[src/rtl/arb_target_pkg.sv]
// Shared definitions for arb_target: 2-bit state encoding and default parameters.
package arb_target_pkg;

   typedef enum logic [1:0] {
      IDLE  = 2'd0,
      SERVE = 2'd1,
      ACK   = 2'd2,
      GAP   = 2'd3
   } state_e;

   localparam int DEF_SVC_CYCLES = 4;
   localparam int DEF_CNT_W      = 8;
   localparam int SVC_CNT_W      = 8;

endpackage

[src/rtl/arb_target.sv]
// Service target behind a static arbiter: serves a request for SVC_CYCLES cycles,
// then acks once. Optional macro ARB_TARGET_STALL_EN adds a stall input for SERVE.
module arb_target
   import arb_target_pkg::*;
#(
   parameter int SVC_CYCLES = DEF_SVC_CYCLES,
   parameter int CNT_W      = DEF_CNT_W
) (
   input  logic             clk,
   input  logic             rst,
   input  logic             req,
`ifdef ARB_TARGET_STALL_EN
   input  logic             stall,
`endif
   output logic             ack,
   output logic             busy,
   output logic             abort,
   output logic [CNT_W-1:0] done_cnt
);

   localparam logic [SVC_CNT_W-1:0] SVC_LAST = SVC_CNT_W'(SVC_CYCLES - 1);

   state_e                 state_q, state_d;
   logic [SVC_CNT_W-1:0]   svc_cnt_q, svc_cnt_d;
   logic [CNT_W-1:0]       done_q, done_d;
   logic                   ack_q, ack_d;
   logic                   busy_q, busy_d;
   logic                   abort_q, abort_d;
   logic                   stall_w;

`ifdef ARB_TARGET_STALL_EN
   assign stall_w = stall;
`else
   assign stall_w = 1'b0;
`endif

   always_comb begin
      state_d   = state_q;
      svc_cnt_d = svc_cnt_q;
      done_d    = done_q;
      abort_d   = 1'b0;
      case (state_q)
         IDLE: begin
            if (req) begin
               state_d   = SERVE;
               svc_cnt_d = '0;
            end
         end
         SERVE: begin
            // A dropped request wins over stall: the service is abandoned.
            if (!req) begin
               state_d = IDLE;
               abort_d = 1'b1;
            end else if (!stall_w) begin
               if (svc_cnt_q == SVC_LAST) begin
                  state_d = ACK;
               end else begin
                  svc_cnt_d = svc_cnt_q + 8'd1;
               end
            end
         end
         ACK: begin
            state_d = GAP;
            if (req) begin
               done_d = done_q + CNT_W'(1);
            end
         end
         GAP: begin
            if (req) begin
               state_d   = SERVE;
               svc_cnt_d = '0;
            end else begin
               state_d = IDLE;
            end
         end
         default: state_d = IDLE;
      endcase
      ack_d  = (state_d == ACK);
      busy_d = (state_d != IDLE);
   end

   always_ff @(posedge clk or posedge rst) begin
      if (rst) begin
         state_q   <= IDLE;
         svc_cnt_q <= '0;
         done_q    <= '0;
         ack_q     <= 1'b0;
         busy_q    <= 1'b0;
         abort_q   <= 1'b0;
      end else begin
         state_q   <= state_d;
         svc_cnt_q <= svc_cnt_d;
         done_q    <= done_d;
         ack_q     <= ack_d;
         busy_q    <= busy_d;
         abort_q   <= abort_d;
      end
   end

   assign ack      = ack_q;
   assign busy     = busy_q;
   assign abort    = abort_q;
   assign done_cnt = done_q;

endmodule

[config.mk]
export PLATFORM = sky130hd
export DESIGN_NAME = arb_target
export DESIGN_NICKNAME = d
export VERILOG_FILES = /design/src/rtl/arb_target_pkg.sv /design/src/rtl/arb_target.sv
export SDC_FILE = /design/constraint.sdc
export NUM_CORES = 1
export LEC_CHECK = 0
export CELL_PAD_IN_SITES_DETAIL_PLACEMENT = 0
export CELL_PAD_IN_SITES_GLOBAL_PLACEMENT = 1
export CORE_UTILIZATION = 30
export CTS_BUF_LIST = sky130_fd_sc_hd__clkbuf_4
export CTS_CLUSTER_DIAMETER = 80
export DETAILED_ROUTE_END_ITERATION = 12
export PLACE_DENSITY = 0.57
export SETUP_SLACK_MARGIN = 0.2
export SLEW_MARGIN = 20
export SYNTH_ARGS = -nofsm -noshare
export SYNTH_HDL_FRONTEND = slang
export SYNTH_SLANG_ARGS = --single-unit
export TNS_END_PERCENT = 50
[constraint.sdc]
create_clock -name clk -period 2.8 [get_ports clk]
set_clock_uncertainty 0.05 [all_clocks]
set_input_delay 0.7 -clock clk [delete_from_list [all_inputs] [get_ports clk]]
set_output_delay 0.7 -clock clk [all_outputs]
set_load 0.02 [all_outputs]
After elaboration in Yosys (flattened, before gate mapping)
Cells that the tools add are included.
{"block": "op_classes", "add_sub_neg": 2, "multipliers": 0, "n_div": 0, "magnitude_cmp": 0, "eq_ne": 8, "n_shift": 0, "n_mux": 11, "bitwise": 0, "n_reduce_logical": 6}
{"operator": "two-way mux 8 bit", "n": 3}
{"operator": "adder 8 x 1 -> 8 bit, second input constant", "n": 2}
{"operator": "case mux 8 bit (2 select lines)", "n": 1}
{"operator": "== test 8 x 2 -> 1 bit, second input constant", "n": 1}
{"operator": "case mux 2 bit (4 select lines)", "n": 1}
{"operator": "== test 2 bit, second input constant", "n": 3}
{"operator": "two-way mux 2 bit", "n": 3}
{"operator": "!= test 2 bit, second input constant", "n": 2}
{"operator": "AND reduction 4 bit", "n": 1}
{"operator": "nonzero test 2 bit", "n": 2}
{"operator": "two-way mux 1 bit", "n": 3}
{"operator": "== test 2 x 1 -> 1 bit, second input constant", "n": 1}
{"operator": "logical NOT 2 bit", "n": 1}
{"operator": "!= test 2 x 1 -> 1 bit, second input constant", "n": 1}
{"operator": "AND reduction 2 bit", "n": 1}
{"operator": "OR reduction 2 bit", "n": 1}
{"block": "totals", "register_bits": 21, "latchBits": 0, "mem_bits_rw": 0, "mem_bits_ro": 0, "input_bits": 3, "output_inout_bits": 11, "elab_cells": 33, "memories": 0}

Depth between registers and ports, before layout
{"block": "logic_depth", "ltp_word": 5, "mapped_depth": 7, "ltp_nobuf": 6}

Worst setup path before layout
Ideal clock, no wire load.
{"block": "synth_path", "kind": "register to register", "start": "register svc_cnt_q[3]", "end": "register busy_q (netlist: busy)", "arrival_ns": 1.628, "path_slack_ns": 0.997, "path_stages_with_launch": 5, "path_buffers": 0, "period_less_slack_ns": 1.803, "path_cell_list": "dfrtp_1 -> or3_1 -> or4_4 -> a31o_1 -> or2_1"}
{"block": "synth_via", "elab_chain_cells": 5}
{"item": "from (decl)", "line_no": "arb_target.sv:24", "rtl": "logic [SVC_CNT_W-1:0] svc_cnt_q, svc_cnt_d;"}
{"item": "from (signal assigned)", "line_no": "arb_target.sv:92", "rtl": "svc_cnt_q <= svc_cnt_d;"}
{"item": "== test 8 x 2 -> 1 bit", "line_no": "arb_target.sv:55", "rtl": "if (svc_cnt_q == SVC_LAST) begin"}
{"item": "two-way mux 2 bit", "line_no": "arb_target.sv:55"}
{"item": "two-way mux 2 bit", "line_no": "arb_target.sv:51", "rtl": "if (!req) begin"}
{"item": "case mux 2 bit (4 select lines)", "line_no": "arb_target.sv:42", "rtl": "case (state_q)"}
{"item": "named net state_d[0]", "line_no": "arb_target.sv:23", "rtl": "state_e state_q, state_d;"}
{"item": "nonzero test 2 bit", "line_no": "arb_target.sv:79", "rtl": "busy_d = (state_d != IDLE);"}
{"item": "named net busy_d", "line_no": "arb_target.sv:27", "rtl": "logic busy_q, busy_d;"}
{"item": "to (signal assigned)", "line_no": "arb_target.sv:95", "rtl": "busy_q <= busy_d;"}
{"item": "to (decl)", "line_no": "arb_target.sv:27"}
The timed path passes the listed nets, and every way through them passes these cells.
A chain may end at the register's enable or synchronous reset.

Final worst setup path
{"block": "layout_path", "start": "register done_q[0] (netlist: done_cnt[0])", "end": "output port done_cnt[0]"}
{"item": "from (decl)", "line_no": "arb_target.sv:25", "rtl": "logic [CNT_W-1:0] done_q, done_d;"}
{"item": "from (signal assigned)", "line_no": "arb_target.sv:93", "rtl": "done_q <= done_d;"}
{"item": "to (decl)", "line_no": "arb_target.sv:18", "rtl": "output logic [CNT_W-1:0] done_cnt"}
No word-level cell between the ends.

==> results_dict.tcl <==
set metrics [dict create \
    status "completed" \
    startpoint_type "flop" \
    cp_max_fo 5 \
    power_density_nw_per_um2 611.5 \
    hold_viol 0 \
    nNetsFinal 137 \
    dr_total_vias 847 \
    io_pins 14 \
    whs_path_depth 1 \
    post-route-min-period_ns 2.132 \
    yosysSeqAreaShare_pct 47.62 \
    synth-seq-cells 21 \
    syn_nets 121 \
    grt_pass1_vias 837 \
    clock_latency_ns 0.30 \
    drive_gt1_share_pct 6.299 \
    max_freq_ghz 0.4691 \
    post-cts-setup-buffers 0 \
    cts_tree "yes" \
    rsz0062_at_grt "false" \
    dieArea_sq_um 3925 \
    power_leakage_nw 0.5811 \
    die_x_um 62.65 \
    numClockSinks 21 \
    htree_levels 1 \
    route.antenna.remaining_nets 0 \
    holdPathEnd "done_cnt[7]$_DFFE_PP0P_" \
    portBuffers 13 \
    numCtsBuffers 3 \
    rr_worst_depth 5 \
    place_inst 169 \
    cp_num_cells 1 \
    critPathMaxStageDelay_ns 0.63 \
    worstSetupPathType "reg -> out" \
    setup_viol 0 \
    layoutNonFillerInstCount 173 \
    use_met3_pct 1.642 \
    antenna_found_initial 0 \
    fin_setup_tns_ns 0 \
    first_pass_iters 4 \
    die_h_um 62.65 \
    postLayoutCoreUtil_pct 38.20 \
    drt-total-wl_mm 2.147 \
    final_cell_mix "dfrtp_1, clkdlybuf4s50_1, nand2_1" \
    synth_area_sq_um 1104 \
    drcViolationCount 0 \
    gp_congestion 0.7768 \
    grt_overflow_total 0 \
    path_buf_inv 1 \
    finalPower_uw 804.2 \
    first_iter_violations 32 \
    place_hpwl_mm 1.620 \
    grt_use_met1_pct 17.03 \
    use_met2_pct 19.29 \
    ir_drop_mv 0.1751 \
    path_clk_slew_ns 0.12 \
    r2r-end "svc_cnt_q[6]$_DFFE_PP0P_" \
    end_kind "primary output" \
    cts_root_buf "clkbuf_4" \
    required_ns 2.05 \
    r2r-start "svc_cnt_q[0]$_DFFE_PP0P_" \
    crit_family "buffers and inverters" \
    synthToLayoutAreaGrowth_pct 19.16 \
    r2r_slack_ns 0.86 \
    tightest_slew_ns 0.6818 \
    final_common_cell "dfrtp_1" \
    min_path_type "reg -> reg" \
    wl_per_cell_um 12.41 \
    synth_cells 112 \
    initial_core_util_pct 32.06 \
    finalMaxSlewViolations 0 \
    syn_avg_cell_area_sq_um 9.853 \
    cts_hold_buf 0 \
    core_sq_um 3442 \
    track_usage_pct 12.35 \
    slew-limit-headroom_pct 54.17 \
    yosysWarnings 0 \
    max_cap_violations 0 \
    vias_per_cell 4.896 \
    grt_busiest_layer "met2" \
    synth_cell_types 33 \
    arrival_ns 1.38 \
    min_period_over_period_pct 76.13 \
    num_rows 21 \
    cts_resized 0 \
    clk_path_buf_depth 2 \
    grt_max_degree 22 \
    path_cells "clkdlybuf4s50_1" \
    min_from "done_cnt[7]$_DFFE_PP0P_" \
    cpMaxStageDelayCell "clkdlybuf4s50_1" \
    grt_pass1_wl_mm 3.864 \
    n_antenna_cell 0 \
]
[worst register-to-register path: cells and delay by family (launching register included)]
| family | cells | cell delay [ns] |
|---|---|---|
| compound gates | 1 | 0.27 |
| fa+ha+maj | 1 | 0.24 |
| flops | 1 | 0.45 |
| simple gates | 3 | 0.88 |
[cell families after synthesis]
logic type / after synthesis / synth area share [%]
buf+inv: 9 / 3.061
mux: 2 / 1.927
fa+ha+maj: 6 / 6.803
flops: 21 / 47.62
xor+xnor: 10 / 7.937
compound gates: 19 / 11.57
simple gates: 45 / 21.09
[final cells by class]
cell class / count / area (sq um)
clock buffers: 3 / 22.52
clock inverters: 1 / 5.005
fillers: 349 / 2127
inverters: 6 / 22.52
multi-input cells: 82 / 544.3
flip-flops and latches: 21 / 525.5
well taps: 46 / 57.56
repair buffers: 14 / 137.6
[flip-flops by register name (all words and copies together), names as in the netlist]
name	flops
abort	1
state_q	2
ack	1
done_cnt	8
svc_cnt_q	8
busy	1
[per-stage QoR]
stage          hold slack [ns]  area, sq um  worst slack [ns]
3_5_place_dp            0.4389         1287            0.4181
4_1_cts                 0.4674         1315            0.6368
2_1_floorplan           0.4699         1104            0.9975
5_1_grt                 0.4890         1315            0.6040
6_report                0.4534         1315            0.6683
3_3_place_gp            0.4098         1287            0.4674
[worst max-delay path by stage]
| stage | startpoint | end | slack [ns] |
|---|---|---|---|
| after floorplan | svc_cnt_q[3]$_DFFE_PP0P_ | busy$_DFF_PP0_ | 1.0 |
| after detailed placement | req | busy$_DFF_PP0_ | 0.42 |
| after global placement | req | busy$_DFF_PP0_ | 0.47 |
| final | done_cnt[0]$_DFFE_PP0P_ | done_cnt[0] | 0.67 |
| after global routing | done_cnt[0]$_DFFE_PP0P_ | done_cnt[0] | 0.60 |
| after CTS | done_cnt[0]$_DFFE_PP0P_ | done_cnt[0] | 0.64 |
[cell usage after synthesis]
| cell | count | area, sq um |
|---|---|---|
| a211oi_1 | 1 | 7.510 |
| nand4_1 | 6 | 37.54 |
| a41o_1 | 1 | 10.01 |
| mux2i_1 | 1 | 10.01 |
| o32a_1 | 1 | 10.01 |
| nand2_1 | 11 | 41.29 |
| a41oi_1 | 1 | 8.760 |
| a31o_1 | 1 | 8.760 |
| nand3_1 | 3 | 15.01 |
| nor2b_1 | 1 | 6.260 |
| nand2b_1 | 1 | 6.260 |
| ha_1 | 6 | 75.07 |
| and3_1 | 1 | 6.260 |
| nor4_1 | 2 | 12.51 |
| inv_1 | 6 | 22.52 |
| o21ai_0 | 3 | 15.01 |
| clkbuf_1 | 3 | 11.26 |
| mux2_2 | 1 | 11.26 |
| a2bb2oi_1 | 1 | 8.760 |
| or2_1 | 1 | 6.260 |
| or4_4 | 1 | 11.26 |
| dfrtp_1 | 21 | 525.5 |
| nor4_2 | 1 | 12.51 |
| and2_1 | 3 | 18.77 |
| a21oi_1 | 7 | 35.03 |
| o41ai_1 | 1 | 8.760 |
| nor2_1 | 10 | 37.54 |
| xor2_1 | 3 | 26.28 |
| o31ai_1 | 1 | 7.510 |
| nor3_1 | 3 | 15.01 |
| o211ai_1 | 1 | 7.510 |
| xnor2_1 | 7 | 61.31 |
| or3_1 | 1 | 6.260 |
[where the power goes]
part / switching, mW / internal (mW) / leakage [nW]
clock: 0.0954 / 0.0533 / 0.0177
combinational: 0.164 / 0.113 / 0.277
sequential: 0.0400 / 0.338 / 0.286
total: 0.300 / 0.504 / 0.581
[per-layer routing]
layer / vias to the layer above / part of all wire, %
li1: 425 / -
met1: 406 / 51
met2: 12 / 46
met3: 4 / 2.2
met4: 0 / 1.5
met5: - / 0
Power figures use the tool's default switching activity.
